## config.mk

```make
export PLATFORM = sky130hd
export DESIGN_NAME = pong_engine
export DESIGN_NICKNAME = d
export VERILOG_FILES = /design/src/rtl/pong_pkg.sv /design/src/rtl/pong_paddle_ctrl.sv /design/src/rtl/pong_engine.sv
export SDC_FILE = /design/constraint.sdc
export NUM_CORES = 1
export LEC_CHECK = 0
export ABC_AREA = 1
export CORE_ASPECT_RATIO = 1.75
export CORE_MARGIN = 3
export CORE_UTILIZATION = 55
export DETAILED_ROUTE_END_ITERATION = 10
export MAX_ROUTING_LAYER = met4
export PLACE_DENSITY = 0.71
export SYNTH_ARGS = -nofsm -noshare
export SYNTH_HDL_FRONTEND = slang
export SYNTH_HIERARCHICAL = 1
export SYNTH_SLANG_ARGS = --single-unit
```

## constraint.sdc

```tcl
create_clock -name clk_pix -period 7.25 [get_ports clk_pix]
set_input_delay 1.8125 -clock clk_pix [delete_from_list [all_inputs] [get_ports clk_pix]]
set_output_delay 1.8125 -clock clk_pix [all_outputs]
set_load 0.02 [all_outputs]
```

## src/rtl/pong_pkg.sv

```systemverilog
// Shared types, widths and small arithmetic helpers for the pong engine.
// Coordinates are unsigned 10-bit on the ports; internal maths uses a signed 12-bit view.
package pong_pkg;

  localparam int COORD_W = 10;
  localparam int SCORE_W = 7;

  typedef enum logic [1:0] {
    ST_IDLE  = 2'd0,
    ST_SERVE = 2'd1,
    ST_PLAY  = 2'd2,
    ST_OVER  = 2'd3
  } game_state_t;

  typedef enum logic [1:0] {
    WIN_NONE  = 2'd0,
    WIN_LEFT  = 2'd1,
    WIN_RIGHT = 2'd2
  } winner_t;

  typedef logic signed [COORD_W+1:0] scoord_t;

  function automatic scoord_t to_s(input logic [COORD_W-1:0] v);
    return scoord_t'({2'b00, v});
  endfunction

  function automatic logic [COORD_W-1:0] clamp_coord(input scoord_t v, input logic [COORD_W-1:0] hi);
    if (v < scoord_t'(0)) begin
      return {COORD_W{1'b0}};
    end else if (v > to_s(hi)) begin
      return hi;
    end else begin
      return v[COORD_W-1:0];
    end
  endfunction

  // Axis-aligned overlap of a square (edge asz) at (ax,ay) with a bw x bh box at (bx,by).
  function automatic logic aabb_hit(input scoord_t ax, input scoord_t ay, input scoord_t asz,
                                    input scoord_t bx, input scoord_t by,
                                    input scoord_t bw, input scoord_t bh);
    return (ax < bx + bw) && (ax + asz > bx) && (ay < by + bh) && (ay + asz > by);
  endfunction

endpackage

```

## src/rtl/pong_paddle_ctrl.sv

```systemverilog
// One paddle: chooses between button control and AI tracking, then clamps to the screen.
// Position only changes on a game tick while movement is enabled.
module pong_paddle_ctrl
  import pong_pkg::*;
#(
  parameter int SCREEN_H     = 272,
  parameter int BALL_SIZE    = 10,
  parameter int PADDLE_H     = 60,
  parameter int PADDLE_SPEED = 4,
  parameter int AI_SPEED     = 3
) (
  input  logic               clk_pix,
  input  logic               rst,
  input  logic               tick,
  input  logic               move_en,
  input  logic               ai,
  input  logic               btn_up,
  input  logic               btn_down,
  input  logic [COORD_W-1:0] ball_y,
  output logic [COORD_W-1:0] paddle_y
);

  localparam logic [COORD_W-1:0] Y_MAX  = COORD_W'(SCREEN_H - PADDLE_H);
  localparam logic [COORD_W-1:0] Y_INIT = COORD_W'((SCREEN_H - PADDLE_H) / 2);
  localparam scoord_t AI_S      = scoord_t'(AI_SPEED);
  localparam scoord_t HUMAN_S   = scoord_t'(PADDLE_SPEED);
  localparam scoord_t HALF_BALL = scoord_t'(BALL_SIZE / 2);
  localparam scoord_t HALF_PAD  = scoord_t'(PADDLE_H / 2);
  localparam scoord_t ZERO_S    = scoord_t'(0);

  logic [COORD_W-1:0] paddle_y_r;
  scoord_t ball_c_s, pad_c_s, step_s, target_s;

  // Step selection: AI holds still inside a dead-band; buttons are active-low, up wins.
  always_comb begin
    ball_c_s = to_s(ball_y) + HALF_BALL;
    pad_c_s  = to_s(paddle_y_r) + HALF_PAD;
    step_s   = ZERO_S;
    if (ai) begin
      if (ball_c_s < pad_c_s - AI_S) begin
        step_s = -AI_S;
      end else if (ball_c_s > pad_c_s + AI_S) begin
        step_s = AI_S;
      end else begin
        step_s = ZERO_S;
      end
    end else if (!btn_up) begin
      step_s = -HUMAN_S;
    end else if (!btn_down) begin
      step_s = HUMAN_S;
    end else begin
      step_s = ZERO_S;
    end
    target_s = to_s(paddle_y_r) + step_s;
  end

  // Paddle position register.
  always_ff @(posedge clk_pix or posedge rst) begin
    if (rst) begin
      paddle_y_r <= Y_INIT;
    end else if (tick && move_en) begin
      paddle_y_r <= clamp_coord(target_s, Y_MAX);
    end
  end

  assign paddle_y = paddle_y_r;

endmodule

```

## src/rtl/pong_engine.sv

```systemverilog
// Pong game engine: tick divider, match FSM, ball physics, scoring and two paddle controllers.
// All game state advances only on the divided tick; game_active low freezes everything.
module pong_engine
  import pong_pkg::*;
#(
  parameter int SCREEN_W       = 480,
  parameter int SCREEN_H       = 272,
  parameter int BALL_SIZE      = 10,
  parameter int PADDLE_H       = 60,
  parameter int PADDLE_W       = 10,
  parameter int PADDLE_MARGIN  = 20,
  parameter int TICK_DIV       = 150000,
  parameter int PADDLE_SPEED   = 4,
  parameter int AI_SPEED       = 3,
  parameter int SPD_MIN        = 2,
  parameter int SPD_MAX        = 6,
  parameter int HITS_PER_LEVEL = 4,
  parameter int WIN_SCORE      = 11,
  parameter int SERVE_TICKS    = 60
) (
  input  logic               clk_pix,
  input  logic               rst,
  input  logic               game_active,
  input  logic               start,
  input  logic               ai_left,
  input  logic               ai_right,
  input  logic               btn_l_up,
  input  logic               btn_l_down,
  input  logic               btn_r_up,
  input  logic               btn_r_down,
  output logic [COORD_W-1:0] ball_x,
  output logic [COORD_W-1:0] ball_y,
  output logic [COORD_W-1:0] paddle_left_y,
  output logic [COORD_W-1:0] paddle_right_y,
  output logic [SCORE_W-1:0] score_left,
  output logic [SCORE_W-1:0] score_right,
  output logic [1:0]         game_state,
  output logic [1:0]         winner,
  output logic               point_pulse
);

  localparam int TW = $clog2(TICK_DIV + 1);
  localparam logic [TW-1:0] TICK_LOAD = TW'(TICK_DIV - 1);

  localparam logic [COORD_W-1:0] X_CTR     = COORD_W'((SCREEN_W - BALL_SIZE) / 2);
  localparam logic [COORD_W-1:0] Y_CTR     = COORD_W'((SCREEN_H - BALL_SIZE) / 2);
  localparam logic [COORD_W-1:0] LP_BALL_X = COORD_W'(PADDLE_MARGIN + PADDLE_W);
  localparam logic [COORD_W-1:0] RP_BALL_X = COORD_W'(SCREEN_W - PADDLE_MARGIN - PADDLE_W - BALL_SIZE);

  localparam scoord_t ZERO_S    = scoord_t'(0);
  localparam scoord_t X_MAX_S   = scoord_t'(SCREEN_W - BALL_SIZE);
  localparam scoord_t Y_MAX_S   = scoord_t'(SCREEN_H - BALL_SIZE);
  localparam scoord_t BALL_S    = scoord_t'(BALL_SIZE);
  localparam scoord_t HALF_BALL = scoord_t'(BALL_SIZE / 2);
  localparam scoord_t PAD_W_S   = scoord_t'(PADDLE_W);
  localparam scoord_t PAD_H_S   = scoord_t'(PADDLE_H);
  localparam scoord_t HALF_PAD  = scoord_t'(PADDLE_H / 2);
  localparam scoord_t LP_X_S    = scoord_t'(PADDLE_MARGIN);
  localparam scoord_t RP_X_S    = scoord_t'(SCREEN_W - PADDLE_MARGIN - PADDLE_W);

  localparam logic [7:0]         SPD_MIN_V  = 8'(SPD_MIN);
  localparam logic [7:0]         SPD_MAX_V  = 8'(SPD_MAX);
  localparam logic [7:0]         HITS_V     = 8'(HITS_PER_LEVEL);
  localparam logic [SCORE_W-1:0] WIN_V      = SCORE_W'(WIN_SCORE);
  localparam logic [15:0]        SERVE_LAST = 16'(SERVE_TICKS - 1);

  logic [TW-1:0] tick_cnt_r;
  logic          tick_s;

  game_state_t        state_r, state_s;
  winner_t            winner_r, winner_s;
  logic [COORD_W-1:0] ball_x_r, ball_x_s, ball_y_r, ball_y_s;
  logic               dx_left_r, dx_left_s, dy_up_r, dy_up_s;
  logic               serve_left_r, serve_left_s;
  logic [7:0]         speed_r, speed_s, hits_r, hits_s, hits_inc_s;
  logic [SCORE_W-1:0] score_left_r, score_left_s, score_right_r, score_right_s;
  logic [15:0]        serve_cnt_r, serve_cnt_s;
  logic               pulse_r, pulse_s, park_s;

  logic [COORD_W-1:0] paddle_left_s, paddle_right_s;
  logic               move_en_s;
  scoord_t            step_s, nx_raw_s, ny_raw_s, ny_s, pad_y_s;
  logic               dy_wall_s, hit_l_s, hit_r_s;

  // Game tick divider; holds its count while the game is paused.
  always_ff @(posedge clk_pix or posedge rst) begin
    if (rst) begin
      tick_cnt_r <= TICK_LOAD;
    end else if (game_active) begin
      tick_cnt_r <= (tick_cnt_r == '0) ? TICK_LOAD : tick_cnt_r - TW'(1);
    end
  end

  assign tick_s    = game_active && (tick_cnt_r == '0);
  assign move_en_s = (state_r == ST_SERVE) || (state_r == ST_PLAY);

  pong_paddle_ctrl #(
    .SCREEN_H(SCREEN_H), .BALL_SIZE(BALL_SIZE), .PADDLE_H(PADDLE_H),
    .PADDLE_SPEED(PADDLE_SPEED), .AI_SPEED(AI_SPEED)
  ) u_paddle_left (
    .clk_pix(clk_pix), .rst(rst), .tick(tick_s), .move_en(move_en_s), .ai(ai_left),
    .btn_up(btn_l_up), .btn_down(btn_l_down), .ball_y(ball_y_r), .paddle_y(paddle_left_s)
  );

  pong_paddle_ctrl #(
    .SCREEN_H(SCREEN_H), .BALL_SIZE(BALL_SIZE), .PADDLE_H(PADDLE_H),
    .PADDLE_SPEED(PADDLE_SPEED), .AI_SPEED(AI_SPEED)
  ) u_paddle_right (
    .clk_pix(clk_pix), .rst(rst), .tick(tick_s), .move_en(move_en_s), .ai(ai_right),
    .btn_up(btn_r_up), .btn_down(btn_r_down), .ball_y(ball_y_r), .paddle_y(paddle_right_s)
  );

  // Next-state logic: FSM, ball motion with wall clamp, paddle hits taking priority over misses.
  always_comb begin
    state_s       = state_r;
    winner_s      = winner_r;
    ball_x_s      = ball_x_r;
    ball_y_s      = ball_y_r;
    dx_left_s     = dx_left_r;
    dy_up_s       = dy_up_r;
    speed_s       = speed_r;
    hits_s        = hits_r;
    serve_left_s  = serve_left_r;
    score_left_s  = score_left_r;
    score_right_s = score_right_r;
    serve_cnt_s   = serve_cnt_r;
    pulse_s       = 1'b0;
    park_s        = 1'b0;

    step_s   = scoord_t'({4'b0000, speed_r});
    nx_raw_s = dx_left_r ? to_s(ball_x_r) - step_s : to_s(ball_x_r) + step_s;
    ny_raw_s = dy_up_r ? to_s(ball_y_r) - step_s : to_s(ball_y_r) + step_s;
    if (ny_raw_s <= ZERO_S) begin
      ny_s      = ZERO_S;
      dy_wall_s = 1'b0;
    end else if (ny_raw_s >= Y_MAX_S) begin
      ny_s      = Y_MAX_S;
      dy_wall_s = 1'b1;
    end else begin
      ny_s      = ny_raw_s;
      dy_wall_s = dy_up_r;
    end
    hit_l_s = dx_left_r &&
              aabb_hit(nx_raw_s, ny_s, BALL_S, LP_X_S, to_s(paddle_left_s), PAD_W_S, PAD_H_S);
    hit_r_s = !dx_left_r &&
              aabb_hit(nx_raw_s, ny_s, BALL_S, RP_X_S, to_s(paddle_right_s), PAD_W_S, PAD_H_S);
    pad_y_s    = hit_l_s ? to_s(paddle_left_s) : to_s(paddle_right_s);
    hits_inc_s = hits_r + 8'd1;

    if (tick_s) begin
      case (state_r)
        ST_IDLE: begin
          if (start) begin
            state_s = ST_SERVE;
            park_s  = 1'b1;
          end else begin
            state_s = ST_IDLE;
          end
        end
        ST_SERVE: begin
          if (serve_cnt_r >= SERVE_LAST) begin
            state_s   = ST_PLAY;
            dx_left_s = serve_left_r;
          end else begin
            serve_cnt_s = serve_cnt_r + 16'd1;
          end
        end
        ST_PLAY: begin
          if (hit_l_s || hit_r_s) begin
            ball_x_s  = hit_l_s ? LP_BALL_X : RP_BALL_X;
            ball_y_s  = ny_s[COORD_W-1:0];
            dx_left_s = hit_r_s;
            dy_up_s   = (ny_s + HALF_BALL) < (pad_y_s + HALF_PAD);
            if (hits_inc_s >= HITS_V) begin
              hits_s  = 8'd0;
              speed_s = (speed_r < SPD_MAX_V) ? speed_r + 8'd1 : SPD_MAX_V;
            end else begin
              hits_s = hits_inc_s;
            end
          end else if (nx_raw_s < ZERO_S) begin
            score_right_s = score_right_r + 7'd1;
            serve_left_s  = 1'b1;
            pulse_s       = 1'b1;
            park_s        = 1'b1;
            if (score_right_s >= WIN_V) begin
              state_s  = ST_OVER;
              winner_s = WIN_RIGHT;
            end else begin
              state_s = ST_SERVE;
            end
          end else if (nx_raw_s > X_MAX_S) begin
            score_left_s = score_left_r + 7'd1;
            serve_left_s = 1'b0;
            pulse_s      = 1'b1;
            park_s       = 1'b1;
            if (score_left_s >= WIN_V) begin
              state_s  = ST_OVER;
              winner_s = WIN_LEFT;
            end else begin
              state_s = ST_SERVE;
            end
          end else begin
            ball_x_s = nx_raw_s[COORD_W-1:0];
            ball_y_s = ny_s[COORD_W-1:0];
            dy_up_s  = dy_wall_s;
          end
        end
        ST_OVER: begin
          if (start) begin
            state_s       = ST_SERVE;
            winner_s      = WIN_NONE;
            score_left_s  = 7'd0;
            score_right_s = 7'd0;
            park_s        = 1'b1;
          end else begin
            state_s = ST_OVER;
          end
        end
        default: begin
          state_s = ST_IDLE;
          park_s  = 1'b1;
        end
      endcase
    end else begin
      state_s = state_r;
    end

    ball_x_s    = park_s ? X_CTR : ball_x_s;
    ball_y_s    = park_s ? Y_CTR : ball_y_s;
    dy_up_s     = park_s ? 1'b0 : dy_up_s;
    speed_s     = park_s ? SPD_MIN_V : speed_s;
    hits_s      = park_s ? 8'd0 : hits_s;
    serve_cnt_s = park_s ? 16'd0 : serve_cnt_s;
  end

  // Game state registers; point pulse lasts exactly one clock after the scoring tick.
  always_ff @(posedge clk_pix or posedge rst) begin
    if (rst) begin
      state_r       <= ST_IDLE;
      winner_r      <= WIN_NONE;
      ball_x_r      <= X_CTR;
      ball_y_r      <= Y_CTR;
      dx_left_r     <= 1'b0;
      dy_up_r       <= 1'b0;
      speed_r       <= SPD_MIN_V;
      hits_r        <= 8'd0;
      serve_left_r  <= 1'b0;
      score_left_r  <= 7'd0;
      score_right_r <= 7'd0;
      serve_cnt_r   <= 16'd0;
      pulse_r       <= 1'b0;
    end else begin
      pulse_r <= pulse_s;
      if (tick_s) begin
        state_r       <= state_s;
        winner_r      <= winner_s;
        ball_x_r      <= ball_x_s;
        ball_y_r      <= ball_y_s;
        dx_left_r     <= dx_left_s;
        dy_up_r       <= dy_up_s;
        speed_r       <= speed_s;
        hits_r        <= hits_s;
        serve_left_r  <= serve_left_s;
        score_left_r  <= score_left_s;
        score_right_r <= score_right_s;
        serve_cnt_r   <= serve_cnt_s;
      end
    end
  end

  assign ball_x         = ball_x_r;
  assign ball_y         = ball_y_r;
  assign paddle_left_y  = paddle_left_s;
  assign paddle_right_y = paddle_right_s;
  assign score_left     = score_left_r;
  assign score_right    = score_right_r;
  assign game_state     = state_r;
  assign winner         = winner_r;
  assign point_pulse    = pulse_r;

endmodule

```

==> summary.txt <==
Synthesis
  – #FFs+latches synth: between 100 and 150
  – Synth top area share: 0.167
  – Synth area leaders: ha_1 17%, dfrtp_1 15%, nand2_1 14%
  – Post-synth top area cell: ha_1
  – Post-synthesis cell count: around 2000
  – Mapped cell area: ~0.014 mm2
  – Syn_area_per_cell: about 7 um2
  – Synth warn: 6
  – Sequential share of the synthesized area: 0.207
  – Count of different cell masters after synthesis: 66

Layout
  – Commonest cells after routing, fill and taps aside: 493 x nand2_1, 263 x inv_1, 181 x ha_1
  – Post-route insts no fill: roughly 2400
  – Commonest non-fill, non-tap cell in the layout: nand2_1
  – Post-layout util: 0.632
  – Share of post-route cells with drive strength above 1: 0.124
  – Antenna diodes: 0
  – Area grow syn2layout: 11.8%
  – Nets: about 2300

Timing
  – Slew margin rel.: 0.299
  – Setup Skew: approximately 0.018 ns
  – Setup TNS: 0 ns
  – Min Hold Slack: roughly 0.49 ns
  – Slew @ Worst Pin: ~1.0 ns
  – Period utilisation layout: 0.945
  – Min Clock Period, post-route: between 6 and 7 ns
  – Final setup viols: 0
  – Fmax: 146 MHz
  – Final hold vios: 0
  – Slew Limit Fails: 0

Worst setup path
  – Slowest stage delay, CP: 0.59 ns
  – Internal reg-to-reg setup slack: between 0.3 and 0.4 ns
  – CP endpoint kind: flop
  – Critical path class: flop to flop
  – Critical Path End: dy_up_r
  – Top cell by count, worst path: nand2_1
  – Worst path required time: approximately 7.6 ns
  – Reg-to-Reg Start: speed_r[1]
  – Crit path launch: speed_r[1]
  – WP data arrival: 7.18 ns
  – RR Endpoint: dy_up_r
  – Crit-path max FO: 12
  – Critical Path Slowest Stage Cell: dfstp_2
  – CP Launch Type: flop
  – R2R cell count: 37

Clocking
  – Clock-pin slew of the registers on the worst-case setup and hold paths: roughly 0.090 ns
  – Root Buffer: clkbuf_16
  – Clock sinks: ~110
  – CTS Buf Count: 9
  – Clock Tree Buf Depth: 2
  – H-tree levels: 3
  – Clk Latency, worst-skew pair: ~0.4 ns
  – CTS tree: built

Die
  – Ports: between 60 and 70
  – Die area: around 0.027 mm2
  – Initial core utilization: 0.565
  – # rows: 75
  – Die Ht: 215 um
  – Die Span X: 125 um
  – Core Area: between 0.02 and 0.025 mm2

Global routing
  – Largest net degree at the start of global routing: 62
  – Antenna violations before repair: 0
  – First-pass GRT wire length: between 60000 and 70000 um
  – Vias in the first global route: ~13000
  – Grt ovf: 0
  – GRT Resource Usage Total: 0.294

Routing
  – Via count: between 10000 and 15000
  – Post-route ant nets: 0
  – First drt pass iteration count: 5
  – Final WL: 38500 um
  – Vias/cell: 5.52
  – WL/cell: between 15 and 20 um
  – Drt drc: 0
  – Initial drt markers: ~630

Place
  – Placed Cells: 2340
  – Routability-driven placement congestion ratio: 0.950
  – IO Port Bufs: roughly 70
  – Post-DP HPWL: between 30000 and 40000 um

Outcome
  – Status: completed

Power
  – Overall Power: 1.44 mW
  – Power density over the cells: 94.2 mW/mm2
  – Worst VDD drop: between 200 and 250 uV
  – Leak: about 8 nW

Worst hold path
  – Hold Path Class: flop to flop
  – Hold Startpoint: serve_left_r

Job
  – Max-Cap Viols: 0
==> area by class of cell <==
class	count	area, um2
tap	308	385
clock inverter	7	93.8
multi-input combinational	1539	9700
sequential	112	2840
timing repair buffer	98	918
fill	2258	8910
inverter	301	1140
clock buffer	9	225
==> what timing repair did <==
| action | CTS | global route |
|---|---|---|
| endpoints found under the setup margin | 0 | 1 |
| setup buffers | 0 | 18 |
| gates resized for setup | 0 | 33 |
| hold buffers | 0 | 0 |
==> metal layers <==
layer,GRT usage,share of wire
met2,0.532,0.52
met3,0.0257,0.032
met5,-,0
met4,0.165,0.064
met1,0.310,0.38
==> per-stage QoR <==
stage	instance area, um2	setup WS, ns
after CTS	15000	0.138
after floorplan	13700	0.901
after detailed placement	14700	0.173
after global routing	15300	-0.0673
final	15300	0.397
after global placement	14700	0.382
==> worst min-delay path by stage <==
stage          slack (ns)             to  cells after the start
3_5_place_dp         0.47   serve_left_r                      2
4_1_cts              0.50   serve_left_r                      2
5_1_grt              0.53  tick_cnt_r[8]                      1
6_report             0.49   serve_left_r                      2
3_3_place_gp         0.47   serve_left_r                      2
2_1_floorplan        0.45   serve_left_r                      2
==> critical path, delay by kind of cell, from the launching register on <==
| kind | cells | cell delay (ns) |
|---|---|---|
| AND/OR/NAND/NOR | 18 | 2.19 |
| AO/OA/AOI/OAI | 10 | 1.89 |
| adder cells (fa/ha/maj) | 3 | 0.97 |
| XOR/XNOR | 3 | 0.70 |
| flip-flops | 1 | 0.59 |
| buffers and inverters | 3 | 0.47 |
==> sequential cells by signal, summed over array words and instances (netlist names) <==
| register | cells |
|---|---|
| hits_r | 8 |
| dy_up_r | 1 |
| game_state | 2 |
| speed_r | 8 |
| ball_x | 10 |
| ball_y | 10 |
| serve_cnt_r | 16 |
| score_left | 7 |
| score_right | 7 |
| serve_left_r | 1 |
| u_paddle_right/paddle_y | 10 |
| winner | 2 |
| dx_left_r | 1 |
| tick_cnt_r | 18 |
| u_paddle_left/paddle_y | 10 |
| point_pulse | 1 |
==> power by group <==
group          total (mW)  switching, mW  internal, mW
Combinational       0.186          0.121        0.0650
Sequential          0.713         0.0317         0.681
Clock               0.543          0.289         0.254
Total                1.44          0.442          1.00
==> cells in the mapped netlist, drive strengths merged <==
library cell	number
xor2	85
o22ai	2
fa	6
a21oi	100
o2111ai	4
a22oi	1
inv	300
nor4	8
a31o	1
ha	183
o311ai	2
and3	1
dfrtp	83
o211ai	13
clkbuf	5
o31ai	16
nor3	41
mux2i	3
a21o	6
nor2	190
a21boi	5
o21bai	9
nand2	531
o21a	1
nand3b	8
or2	9
o21ai	80
a211oi	6
o41ai	2
buf	16
nor3b	4
xnor2	36
and3b	1
dfstp	29
conb	1
a31oi	6
nand4	37
clkinv	1
nand3	134
==> logic make-up (layout without fill, tap and decap cells) <==
family,after synthesis,in the layout,synth area share
simple gates,964,964,0.323
compound gates,254,254,0.116
mux,3,3,0.00219
buf+inv,322,415,0.0933
fa+ha+maj,189,189,0.176
xor+xnor,121,121,0.0824
other cells,1,8,0.000274
flops,112,112,0.207
No activity file was read; power rests on OpenSTA's default activity.
